==> src/rtl/recog_arbiter.sv <==
`default_nettype none
// ============================================================================
// Module   : recog_arbiter
// Purpose  : Round-robin sequencer sharing one pattern-recognizer engine.
// Revision : 1.0
// ============================================================================
module recog_arbiter #(
    parameter int NREQ    = 4,
    parameter int W       = 6,
    parameter int TIMEOUT = 15
) (
    input  logic              clk,
    input  logic              rst,
    input  logic [NREQ-1:0]   req,
    input  logic [NREQ*W-1:0] word,
    output logic [NREQ-1:0]   gnt,
    output logic [NREQ-1:0]   rsp_valid,
    output logic              rsp_match,
    output logic              rsp_error,
    output logic              eng_start,
    output logic [W-1:0]      eng_word,
    input  logic              eng_done,
    input  logic              eng_match,
    output logic              busy
);

    localparam int c_PW = $clog2(NREQ);
    localparam int c_CW = $clog2(TIMEOUT + 1);
    localparam logic [c_PW-1:0] c_PTR_RST  = c_PW'(NREQ - 1);
    localparam logic [c_CW-1:0] c_CNT_LAST = c_CW'(TIMEOUT - 1);

    typedef enum logic [1:0] {
        S_IDLE  = 2'd0,
        S_ISSUE = 2'd1,
        S_WAIT  = 2'd2,
        S_RESP  = 2'd3
    } state_t;

    state_t            r_state,  w_state_nxt;
    logic [c_PW-1:0]   r_ptr,    w_ptr_nxt;
    logic [c_PW-1:0]   r_owner,  w_owner_nxt;
    logic [c_CW-1:0]   r_cnt,    w_cnt_nxt;
    logic [W-1:0]      r_word,   w_word_nxt;
    logic [NREQ-1:0]   r_gnt,    w_gnt_nxt;
    logic [NREQ-1:0]   r_rsp,    w_rsp_nxt;
    logic              r_match,  w_match_nxt;
    logic              r_error,  w_error_nxt;
    logic              r_start,  w_start_nxt;
    logic              r_busy,   w_busy_nxt;

    logic              w_any_lo, w_any_hi, w_any;
    logic [c_PW-1:0]   w_win_lo, w_win_hi, w_win;
    logic [NREQ-1:0]   w_win_oh, w_owner_oh;
    logic [W-1:0]      w_word_sel;

    // Requesters above ptr outrank those at or below it; lowest index wins
    // within each half, giving the upward scan from ptr+1 with wrap-around.
    always_comb begin
        w_any_lo = 1'b0;
        w_any_hi = 1'b0;
        w_win_lo = '0;
        w_win_hi = '0;
        for (int i = NREQ - 1; i >= 0; i--) begin
            if (req[i] && (c_PW'(i) <= r_ptr)) begin
                w_any_lo = 1'b1;
                w_win_lo = c_PW'(i);
            end
            if (req[i] && (c_PW'(i) > r_ptr)) begin
                w_any_hi = 1'b1;
                w_win_hi = c_PW'(i);
            end
        end
        w_any = w_any_lo | w_any_hi;
        w_win = w_any_hi ? w_win_hi : w_win_lo;
    end

    always_comb begin
        w_win_oh   = '0;
        w_owner_oh = '0;
        w_word_sel = '0;
        for (int i = 0; i < NREQ; i++) begin
            w_win_oh[i]   = (w_win == c_PW'(i));
            w_owner_oh[i] = (r_owner == c_PW'(i));
            if (w_win == c_PW'(i)) begin
                w_word_sel = word[i*W +: W];
            end
        end
    end

    always_comb begin
        w_state_nxt = r_state;
        w_ptr_nxt   = r_ptr;
        w_owner_nxt = r_owner;
        w_cnt_nxt   = r_cnt;
        w_word_nxt  = r_word;
        w_match_nxt = r_match;
        w_error_nxt = r_error;
        w_gnt_nxt   = '0;
        w_rsp_nxt   = '0;
        w_start_nxt = 1'b0;
        case (r_state)
            S_IDLE: begin
                if (w_any) begin
                    w_state_nxt = S_ISSUE;
                    w_owner_nxt = w_win;
                    w_word_nxt  = w_word_sel;
                    w_gnt_nxt   = w_win_oh;
                    w_start_nxt = 1'b1;
                end
            end
            S_ISSUE: begin
                w_state_nxt = S_WAIT;
                w_cnt_nxt   = '0;
            end
            S_WAIT: begin
                // A verdict arriving on the last allowed cycle beats the timeout.
                if (eng_done) begin
                    w_state_nxt = S_RESP;
                    w_match_nxt = eng_match;
                    w_error_nxt = 1'b0;
                    w_rsp_nxt   = w_owner_oh;
                end else if (r_cnt == c_CNT_LAST) begin
                    w_state_nxt = S_RESP;
                    w_match_nxt = 1'b0;
                    w_error_nxt = 1'b1;
                    w_rsp_nxt   = w_owner_oh;
                end else begin
                    w_cnt_nxt = r_cnt + 1'b1;
                end
            end
            S_RESP: begin
                w_state_nxt = S_IDLE;
                w_ptr_nxt   = r_owner;
            end
            default: begin
                w_state_nxt = S_IDLE;
            end
        endcase
        w_busy_nxt = (w_state_nxt != S_IDLE);
    end

    always_ff @(posedge clk or posedge rst) begin
        if (rst) begin
            r_state <= S_IDLE;
            r_ptr   <= c_PTR_RST;
            r_owner <= '0;
            r_cnt   <= '0;
            r_word  <= '0;
            r_gnt   <= '0;
            r_rsp   <= '0;
            r_match <= 1'b0;
            r_error <= 1'b0;
            r_start <= 1'b0;
            r_busy  <= 1'b0;
        end else begin
            r_state <= w_state_nxt;
            r_ptr   <= w_ptr_nxt;
            r_owner <= w_owner_nxt;
            r_cnt   <= w_cnt_nxt;
            r_word  <= w_word_nxt;
            r_gnt   <= w_gnt_nxt;
            r_rsp   <= w_rsp_nxt;
            r_match <= w_match_nxt;
            r_error <= w_error_nxt;
            r_start <= w_start_nxt;
            r_busy  <= w_busy_nxt;
        end
    end

    assign gnt       = r_gnt;
    assign rsp_valid = r_rsp;
    assign rsp_match = r_match;
    assign rsp_error = r_error;
    assign eng_start = r_start;
    assign eng_word  = r_word;
    assign busy      = r_busy;

endmodule
`default_nettype wire

==> config.mk <==
export PLATFORM = sky130hd
export DESIGN_NAME = recog_arbiter
export DESIGN_NICKNAME = d
export VERILOG_FILES = /design/src/rtl/recog_arbiter.sv
export SDC_FILE = /design/constraint.sdc
export NUM_CORES = 1
export LEC_CHECK = 0
export ABC_CLOCK_PERIOD_IN_PS = 5010
export CAP_MARGIN = 30
export CORE_ASPECT_RATIO = 1.5
export CORE_MARGIN = 4
export CORE_UTILIZATION = 47
export CTS_CLUSTER_SIZE = 20
export DETAILED_ROUTE_END_ITERATION = 6
export PLACE_DENSITY = 0.86
export SLEW_MARGIN = 20
export SYNTH_ARGS = -nofsm -noshare
export SYNTH_HDL_FRONTEND = slang
export SYNTH_SLANG_ARGS = --single-unit
==> constraint.sdc <==
create_clock -name clk -period 5.01 [get_ports clk]
set_input_delay 1.002 -clock clk [delete_from_list [all_inputs] [get_ports clk]]
set_output_delay 1.002 -clock clk [all_outputs]
set_load 0.02 [all_outputs]
==> summary.txt, run 1 <==
CTS
  • Clock root cell: clkbuf_8
  • Worst-Skew Late Latency: ~0.27 ns
  • Clk buf depth: 2
  • Cts repair resizes: 0
  • Hold Buf Count CTS: 0
  • CTS tree: built
  • # clock sinks: 28
  • Max H-tree Level: 1
  • Reg clk slew, reported paths: ~0.09 ns
  • TritonCTS Buffers: 3
  • Postcts setup bufs: 0

GRT
  • Antenna violations before repair: 0
  • First-pass GRT wire length: approximately 5 mm
  • Gr usage total: 18.40%
  • GR Util met1: a little under a fifth
  • Number of global-route vias before repair: approximately 1200
  • Top Usage Layer GRT: met2
  • Met2 Use GR: between 30% and 40%
  • Global route total overflow: 0
  • Largest net degree at the start of global routing: 20
  • Met3 GRT Util: around 3.9%

Critical path
  • CP max FO: 11
  • Family with the most delay on the worst path: buffers and inverters
  • Startpoint types: primary input
  • Bufs and invs on worst path: 2
  • Crit end category: register
  • CP Cell Sequence: clkdlybuf4s50_1, nor2_2, a211o_1, inv_2, and3_1, a221oi_1
  • Crit Path Class: primary input to register
  • Crit path DAT: between 2 and 3 ns
  • CP peak stage delay: a little under 0.6 ns
  • CP required: slightly above 5 ns
  • Slowest CP cell: clkdlybuf4s50_1

Synth
  • Synth Cell Area: approximately 0.0013 sq mm
  • Synthesis Warnings: 0
  • Post-synthesis register bit count: 28
  • Avg Synthesized Cell Area: roughly 11 sq um
  • Asr flop ratio synth: 100.0%
  • Sequential fraction of the synthesis area: 52.13%
  • Synthesized net count: between 150 and 200
  • Mapped Cells: 119
  • Cell variety after synth: 34
  • Post-synth EDFFs: 0
  • Ys flop type: dfrtp_1

Power
  • Max VDD drop: 324.4 uV
  • Pleak: about 0.00087 uW
  • Switching share of power: a little under two fifths
  • Sequential share of power: a little over a third
  • Power Dens Cells: 542.1 mW/mm^2
  • Switching Power: between 300 and 400 uW
  • Combinational share of power: a little under half
  • Clk pwr share: between 15 and 20%
  • P_int: about 660 uW

Floorplan
  • Die area: 0.003809 sq mm
  • Core area: ~0.0027 sq mm
  • Die Wd: between 50 and 60 microns
  • Top-Level Pins: 50
  • Starting Density: between 40% and 50%
  • Row count: 23
  • Die Ht: between 70 and 80 microns

Layout
  • Commonest non-fill, non-tap cell in the layout: clkdlybuf4s50_1
  • Most frequent cells in the layout: 49 x clkdlybuf4s50_1, 26 x dfrtp_1, 17 x nor2_1
  • Fill cells: 213
  • Final std cells w/o fill: about 210
  • Final nets: about 210
  • Share of layout cells above drive strength 1: ~11%
  • Layout area overhead: 45.27%
  • Antenna diode count: 0

Routing
  • DRT Wirelength: roughly 3.2 mm
  • DR vias/cell: 5.357
  • Wirelength per Cell: between 15 and 20 microns
  • Via count: between 1000 and 1500
  • DR iter-0 viols: 25
  • Number of remaining DRC errors: 0
  • Antenna Nets Post-Route: 0
  • DRT Pass-1 Iters: 4

Outcome
  • Status: finished clean

STA
  • Period utilisation layout: between 50% and 60%
  • Final slew viol count: 0
  • Max_slew headroom: between 60% and 70%
  • Worst-Margin Slew: 0.5838 ns
  • Finish-stage setup viols: 0
  • F_max: ~380 MHz
  • Final hold violation count: 0
  • RSZ-0062 raised after global routing: no
  • Tmin final: ~2.6 ns
  • Final setup TNS: 0 ns
  • Skew final: 0.007315 ns
  • Post-route setup slack: about 2.4 ns

Placed design
  • Cell total after placement: 203
  • Detailed-placement wirelength estimate: approximately 2.6 mm
  • Place WS: about 2.1 ns
  • Port bufs: between 40 and 50
  • GP Congestion: roughly 0.79

Worst hold path
  • Hold WC Path Type: register to register

Flow run
  • Maxcap violations: 0
-- cell families (layout without fill, tap and decap cells) --
logic type,after synthesis,in the layout,share of synthesized area [%]
AND/OR/NAND/NOR,47,47,16.61
buffers and inverters,6,57,2.690
XOR/XNOR,2,2,1.299
AO/OA/AOI/OAI,19,19,14.10
multiplexers,15,15,11.32
adder cells (fa/ha/maj),2,2,1.855
flip-flops,28,28,52.13
-- sequential cells by signal, summed over array words and instances (netlist names) --
register and flops:
busy 1, eng_start 1, eng_word 6, gnt 4
r_cnt 4, r_owner 2, r_ptr 2, r_state 2
rsp_error 1, rsp_match 1, rsp_valid 4
-- power groups by stage --
| stage | combinational [uW] | sequential [uW] | clock [uW] |
|---|---|---|---|
| floorplan | 271 | 436 | 0 |
| global placement | 487 | 383 | 0 |
| detailed placement | 507 | 385 | 0 |
| CTS | 509 | 385 | 178 |
| global route | 546 | 397 | 187 |
| finish | 502 | 386 | 174 |
-- stage by stage --
step	cell area [sq um]	hold slack [ns]	total power, uW	utilization (%)
floorplan	1349	0.4649	707.2	-
global placement	1861	0.4768	869.7	68.78
detailed placement	1888	0.4840	892.6	69.80
CTS	1959	0.5037	1072	72.43
global route	1959	0.5690	1131	72.43
finish	1959	0.4979	1062	72.43
-- Yosys cell counts (2+ instances only) --
master / number / area (sq um)
dfrtp_1: 26 / 650.6
nand2_1: 10 / 37.54
buf_2: 2 / 10.01
mux2_2: 2 / 22.52
nor2_1: 17 / 63.81
dfstp_2: 2 / 52.55
mux2i_1: 13 / 130.1
a21o_1: 2 / 15.01
and2_1: 2 / 12.51
ha_1: 2 / 25.02
nand2b_1: 5 / 31.28
and3_1: 2 / 12.51
o21ai_0: 3 / 15.01
a221oi_2: 5 / 75.07
nand3_1: 6 / 30.03
inv_1: 2 / 7.510
-- worst paths after layout --
| kind | startpoint | cells after the start | slack, ns | to |
|---|---|---|---|---|
| setup reg to reg | r_ptr[1] | 4 | 3.08 | eng_word[4] |
| min in group asynchronous | rst | 2 | 1.04 | r_cnt[3] |
| max in group asynchronous | rst | 3 | 3.44 | r_ptr[1] |
| hold reg to reg | rsp_match | 1 | 0.50 | rsp_match |
| setup / recovery | req[3] | 6 | 2.40 | eng_word[4] |
| hold / removal | rsp_match | 1 | 0.50 | rsp_match |
-- layer usage --
layer | up-vias | routed length, microns
li1 | 521 | -
met1 | 524 | 1087
met2 | 52 | 1760
met3 | 12 | 218
met4 | 0 | 95
met5 | - | 0
-- cell type report --
type / instances / area, sq um / area share (%)
clock inverters: 1 / 30.03 / 1.533
clock buffers: 3 / 41.29 / 2.107
flip-flops and latches: 28 / 703.2 / 35.89
well taps: 37 / 46.29 / 2.363
inverters: 3 / 11.26 / 0.5747
repair buffers: 50 / 518.0 / 26.44
multi-input cells: 85 / 609.3 / 31.10
-- worst reg2reg max path, stage by stage, from the launching register on --
cell       delay, ns
dfstp_2         0.62
mux2i_1         0.21
a2bb2oi_1       0.38
and3_1          0.46
a221oi_1        0.13
Power figures use the tool's default switching activity.
==> run 2: changes to the inputs <==
ABC_CLOCK_PERIOD_IN_PS = 2400   (was 5010)
CORE_UTILIZATION = 39   (was 47)
PLACE_DENSITY = 0.77   (was 0.86)
clock period = 2.4 ns   (was 5.01 ns; I/O delays follow)
==> run 2 against run 1 <==
Compared with the run above: sequential cell count did not move; critical endpoint unchanged; largest cell class unchanged; die area is 18% higher; utilization shrank 12 points; cell count increased by 2.9%; hold slack better by 0.0074 ns; routed wire length shrank 1.3%; global-route usage fell by 3.8 points.
==> summary.txt, run 2 (same netlist as run 1, synthesis figures left out) <==
Floorplan
  • Row count: 25 (was 23)
  • Core area: 0.003253 sq mm (was 0.002705 sq mm)
  • Top-Level Pins: 50 (unchanged)
  • Starting Density: 41.46% (was 49.86%)
  • Die area: 0.004483 sq mm (was 0.003809 sq mm)
  • Die Ht: 80.03 microns (was 73.61 microns)
  • Die Wd: 56.02 microns (was 51.74 microns)

Critical path
  • Slowest CP cell: clkdlybuf4s50_1 (unchanged)
  • CP required: 2.53 ns (was 5.15 ns)
  • Crit end category: register (unchanged)
  • Crit path DAT: 2.07 ns (was 2.75 ns)
  • CP max FO: 7 (was 11)
  • Startpoint types: primary input (unchanged)
  • Crit Path Class: primary input to register (unchanged)
  • CP Cell Sequence: clkdlybuf4s50_1, nor2_2, a211o_1, inv_2, and3_1, a221oi_1 (unchanged)
  • CP peak stage delay: 0.57 ns (was 0.59 ns)
  • R2R Setup Slk: 0.59 ns (was 3.08 ns)

Routing
  • Top layer in use: met4 (unchanged)
  • DRT Wirelength: 3.122 mm (was 3.162 mm)
  • Metal2 WL: 1.642 mm (was 1.760 mm)
  • Via count: 1090 (was 1109)
  • DR iter-0 viols: 17 (was 25)
  • Met3 wire len: 261 microns (was 218 microns)
  • Antenna Nets Post-Route: 0 (unchanged)
  • Number of remaining DRC errors: 0 (unchanged)
  • Wirelength per Cell: 14.66 microns (was 15.28 microns)
  • DRT Pass-1 Iters: 4 (unchanged)
  • DR vias/cell: 5.117 (was 5.357)
  • DRT met1 WL: 1.165 mm (was 1.087 mm)

Power
  • Sequential share of power: 35.5% (was 36.4%)
  • Switching Power: 838.3 uW (was 398.6 uW)
  • Clk pwr share: 16.3% (about the same)
  • P_int: 1409 uW (was 663.6 uW)
  • Max VDD drop: 624.7 uV (was 324.4 uV)
  • Pleak: 0.0008729 uW (was 0.0008663 uW)
  • Switching share of power: 37.30% (was 37.53%)
  • Combinational share of power: 48.2% (was 47.3%)
  • Power Dens Cells: 1143 mW/mm^2 (was 542.1 mW/mm^2)

CTS
  • # clock sinks: 28 (unchanged)
  • Hold Buf Count CTS: 0 (unchanged)
  • Max H-tree Level: 1 (unchanged)
  • Worst-Skew Late Latency: 0.27 ns (about the same)
  • CTS tree: built (unchanged)
  • TritonCTS Buffers: 3 (unchanged)
  • Clock root cell: clkbuf_8 (unchanged)
  • Clk buf depth: 2 (unchanged)
  • Cts repair resizes: 0 (unchanged)
  • Postcts setup bufs: 0 (unchanged)
  • Reg clk slew, reported paths: 0.10 ns (was 0.09 ns)

Layout
  • Layout area overhead: 45.73% (was 45.27%)
  • Final std cells w/o fill: 213 (was 207)
  • Share of layout cells above drive strength 1: 12.72% (was 11.18%)
  • Antenna diode count: 0 (unchanged)
  • Commonest non-fill, non-tap cell in the layout: clkdlybuf4s50_1 (unchanged)
  • Most frequent cells in the layout: 49 x clkdlybuf4s50_1, 26 x dfrtp_1, 17 x nor2_1 (unchanged)
  • Max reg flops: 6 (unchanged)
  • Final nets: 208 (was 205)

GRT
  • Antenna violations before repair: 0 (unchanged)
  • First-pass GRT wire length: 5.202 mm (was 5.119 mm)
  • Gr usage total: 14.61% (was 18.40%)
  • Number of global-route vias before repair: 1191 (was 1228)
  • Global route total overflow: 0 (unchanged)
  • Largest net degree at the start of global routing: 29 (was 20)

Placed design
  • Cell total after placement: 209 (was 203)
  • GP Congestion: 0.7512 (was 0.7928)
  • Detailed-placement wirelength estimate: 2.505 mm (was 2.565 mm)
  • Port bufs: 49 (unchanged)

Outcome
  • Status: finished clean (unchanged)

STA
  • RSZ-0062 raised after global routing: no (unchanged)
  • Finish-stage setup viols: 0 (unchanged)
  • Period utilisation layout: approximately 81%
  • F_max: around 510 MHz
  • Max_slew headroom: 73.23% (was 61.08%)
  • Final setup TNS: 0 ns (unchanged)
  • Final hold violation count: 0 (unchanged)
  • Skew final: 0.009180 ns (was 0.007315 ns)
  • Worst-Margin Slew: 0.4015 ns (was 0.5838 ns)
  • Final slew viol count: 0 (unchanged)
  • Tmin final: 1.945 ns

Worst hold path
  • Hold WC Path Type: register to register (unchanged)

Flow run
  • Maxcap violations: 0 (unchanged)
## run 2: cell count changes in the layout (fill, tap and decap cells not counted)
| cell | change |
|---|---|
| buf_4 | +4 |
| buf_16 | -1 |
## run 2: cell type report
type | instances | area [sq um]
Inverter | 3 | 11.26
Multi-Input combinational cell | 85 | 609.3
Clock buffer | 3 | 41.29
Clock inverter | 1 | 30.03
Fill cell | 299 | 1287
Timing Repair Buffer | 53 | 520.5
Tap cell | 40 | 50.05
Sequential cell | 28 | 703.2
## run 2: per-layer routing
layer  GRT usage (%)  vias up
met5               0        -
met4           6.651        0
met3           4.045        6
met2           27.28       52
met1           14.80      507
li1                -      525
## run 2: power by group through the flow
| stage | Clock (uW) | Sequential, uW | Combinational [uW] |
|---|---|---|---|
| 2_1_floorplan | 0 | 911 | 565 |
| 3_3_place_gp | 0 | 803 | 1050 |
| 3_5_place_dp | 0 | 803 | 1090 |
| 4_1_cts | 368 | 798 | 1090 |
| 5_1_grt | 388 | 825 | 1190 |
| 6_report | 366 | 798 | 1080 |
## run 2: worst paths after layout
check | from | to | depth (start not counted)
worst max-delay path | req[3] | eng_word[4] | 6
worst min-delay path | rsp_match | rsp_match | 1
worst max register to register | r_ptr[1] | eng_word[4] | 5
worst min register to register | rsp_match | rsp_match | 1
max in group asynchronous | rst | r_ptr[1] | 3
min in group asynchronous | rst | rsp_valid[1] | 3
## run 2: metrics by stage
| step | cell area (sq um) | hold slack (ns) | utilization, % | power, uW | setup WS, ns |
|---|---|---|---|---|---|
| after CTS | 1966 | 0.5047 | 60.42 | 2257 | 0.4663 |
| after floorplan | 1349 | 0.4649 | - | 1476 | 0.7837 |
| final | 1966 | 0.5052 | 60.42 | 2247 | 0.4549 |
| after global placement | 1894 | 0.4772 | 58.23 | 1856 | 0.2224 |
| after global routing | 1966 | 0.5430 | 60.42 | 2400 | 0.3623 |
| after detailed placement | 1894 | 0.4825 | 58.23 | 1888 | 0.1824 |
## run 2: worst max-delay path: cells and delay by family
family          cells  cell delay, ns
compound gates      2            0.47
simple gates        2            0.48
buf+inv             2            0.65
==> run 3: changes to the inputs <==
ABC_CLOCK_PERIOD_IN_PS = 1960   (was 2400)
CORE_UTILIZATION = 43   (was 39)
PLACE_DENSITY = 0.8   (was 0.77)
clock period = 1.96 ns   (was 2.4 ns; I/O delays follow)
==> run 3 against run 2 <==
Compared with the run above: highest routed layer unchanged; largest power group unchanged; critical endpoint unchanged; clock-buffer cell count is 1 higher; register-to-register slack got worse by 0.33 ns; critical path type unchanged; cell area rose by 1.7%; non-clock buffer count grew 5; sequential cell count did not move; via count up 5.7%.
==> summary.txt, run 3 (same netlist as run 1, synthesis figures left out) <==
Outcome
  • Status: finished clean (unchanged)

Layout
  • Max reg flops: 6 (unchanged)
  • Commonest non-fill, non-tap cell in the layout: clkdlybuf4s50_1 (unchanged)
  • Final std cells w/o fill: 217 (was 213)
  • Final nets: 213 (was 208)
  • Share of layout cells above drive strength 1: 15.17% (was 12.72%)
  • Antenna diode count: 0 (unchanged)
  • Layout area overhead: 48.14% (was 45.73%)
  • Most frequent cells in the layout: 49 x clkdlybuf4s50_1, 26 x dfrtp_1, 17 x nor2_1 (unchanged)

Routing
  • Antenna Nets Post-Route: 0 (unchanged)
  • Number of remaining DRC errors: 0 (unchanged)
  • DR vias/cell: 5.309 (was 5.117)
  • Wirelength per Cell: 14.59 microns (was 14.66 microns)
  • DRT Pass-1 Iters: 4 (unchanged)
  • Via count: 1152 (was 1090)
  • DR iter-0 viols: 22 (was 17)
  • DRT Wirelength: 3.166 mm (was 3.122 mm)

GRT
  • Largest net degree at the start of global routing: 17 (was 29)
  • Number of global-route vias before repair: 1220 (was 1191)
  • First-pass GRT wire length: 5.188 mm (was 5.202 mm)
  • Antenna violations before repair: 0 (unchanged)
  • Gr usage total: 16.66% (was 14.61%)
  • Global route total overflow: 0 (unchanged)

STA
  • Finish-stage setup viols: 0 (unchanged)
  • Final hold violation count: 0 (unchanged)
  • RSZ-0062 raised after global routing: no (unchanged)
  • Max_slew headroom: 72.97% (was 73.23%)
  • Skew final: 0.001967 ns (was 0.009180 ns)
  • Period utilisation layout: between 80% and 90%
  • F_max: 575.1 MHz
  • Final slew viol count: 0 (unchanged)
  • Worst-Margin Slew: 0.4054 ns (was 0.4015 ns)
  • Tmin final: roughly 1.7 ns
  • Final setup TNS: 0 ns (unchanged)

Critical path
  • CP required: 2.13 ns (was 2.53 ns)
  • Crit end category: register (unchanged)
  • Bufs and invs on worst path: 3 (was 2)
  • CP peak stage delay: 0.58 ns (was 0.57 ns)
  • R2R cell count: 5 (unchanged)
  • CP Cell Sequence: clkdlybuf4s50_1, nor2_2, buf_4, a31oi_4, buf_12, mux2i_1, a221oi_1 (was clkdlybuf4s50_1, nor2_2, a211o_1, inv_2, and3_1, a221oi_1)
  • Slowest CP cell: clkdlybuf4s50_1 (unchanged)
  • Reg2reg end: eng_word[1] (was eng_word[4])
  • Family with the most delay on the worst path: buffers and inverters (unchanged)
  • Crit path depth: 7 (was 6)
  • R2R Setup Slk: 0.26 ns (was 0.59 ns)
  • Crit Path Class: primary input to register (unchanged)
  • Reg-to-Reg Start: r_ptr[1] (unchanged)
  • Startpoint types: primary input (unchanged)
  • Crit path DAT: 1.91 ns (was 2.07 ns)
  • CP max FO: 14 (was 7)

Flow run
  • Maxcap violations: 0 (unchanged)

Placed design
  • Port bufs: 49 (unchanged)
  • Cell total after placement: 213 (was 209)
  • GP Congestion: 0.7980 (was 0.7512)
  • Detailed-placement wirelength estimate: 2.598 mm (was 2.505 mm)

CTS
  • Postcts setup bufs: 0 (unchanged)
  • Cts repair resizes: 0 (unchanged)
  • CTS tree: built (unchanged)
  • Max H-tree Level: 1 (unchanged)
  • Clock root cell: clkbuf_8 (unchanged)
  • Worst-Skew Late Latency: 0.27 ns (about the same)
  • Clk buf depth: 2 (unchanged)
  • Reg clk slew, reported paths: 0.09 ns (was 0.10 ns)
  • # clock sinks: 28 (unchanged)
  • Hold Buf Count CTS: 0 (unchanged)
  • TritonCTS Buffers: 3 (unchanged)

Power
  • Power Dens Cells: 1363 mW/mm^2 (was 1143 mW/mm^2)
  • Max VDD drop: 787.9 uV (was 624.7 uV)
  • Pleak: 0.0008954 uW (was 0.0008729 uW)

Floorplan
  • Die area: 0.004115 sq mm (was 0.004483 sq mm)
  • Row count: 24 (was 25)
  • Top-Level Pins: 50 (unchanged)
  • Core area: 0.002973 sq mm (was 0.003253 sq mm)
  • Die Ht: 76.60 microns (was 80.03 microns)
  • Starting Density: 45.37% (was 41.46%)
  • Die Wd: 53.73 microns (was 56.02 microns)

Worst hold path
  • Hold WC Path Type: primary input to async pin (was register to register)
-- run 3: cell count changes in the layout (fill, tap and decap cells not counted), sizes merged --
cell	delta
clkbuf	+1
bufinv	-1
buf	+5
-- run 3: power breakdown --
group | switching [uW] | internal, uW | total (uW)
clock network | 168 | 180 | 348
logic | 692 | 702 | 1390
registers | 172 | 810 | 982
total | 1030 | 1690 | 2720
-- run 3: cell type report --
class | instances | area, sq um
Multi-Input combinational cell | 85 | 609.3
Fill cell | 237 | 974.7
Inverter | 3 | 11.26
Timing Repair Buffer | 58 | 570.5
Sequential cell | 28 | 703.2
Clock buffer | 4 | 55.05
Tap cell | 39 | 48.80
-- run 3: layer usage --
layer  up-vias  GRT usage [%]  part of all wire, %  wire length (microns)
li1        536              -                    -                      -
met1       567          16.73                   34                   1091
met2        45          31.31                   58                   1829
met3         4          3.327                  6.9                    218
met4         0          5.882                 0.85                     27
met5         -              0                    0                      0
-- run 3: through the flow --
step                      worst slack [ns]  total power [uW]  hold slack (ns)  util [%]  area (sq um)
after CTS                           0.2231              2747           0.4340     67.21          1998
after global routing                0.1444              2901           0.4480     67.21          1998
final                               0.2213              2724           0.4370     67.21          1998
after detailed placement          -0.08154              2391           0.4802     65.36          1943
after global placement            -0.03417              2331           0.4759     65.36          1943
after floorplan                     0.3437              1808           0.4559         -          1349
-- run 3: how the worst max path moves through the flow --
stage / from / slack, ns / end
after global routing: req[3] / 0.14 / eng_word[1]
after global placement: req[3] / -0.03 / eng_word[5]
after detailed placement: req[3] / -0.08 / eng_word[4]
after CTS: req[3] / 0.22 / eng_word[4]
after floorplan: r_ptr[1] / 0.34 / eng_word[4]
final: req[3] / 0.22 / eng_word[4]
-- run 3: worst reg2reg max path, stage by stage (launching register included) --
cell and delay, ns:
dfstp_2 0.62, mux2i_1 0.20, a2bb2oi_1 0.28, and3_1 0.26, buf_4 0.15, a221oi_2 0.06
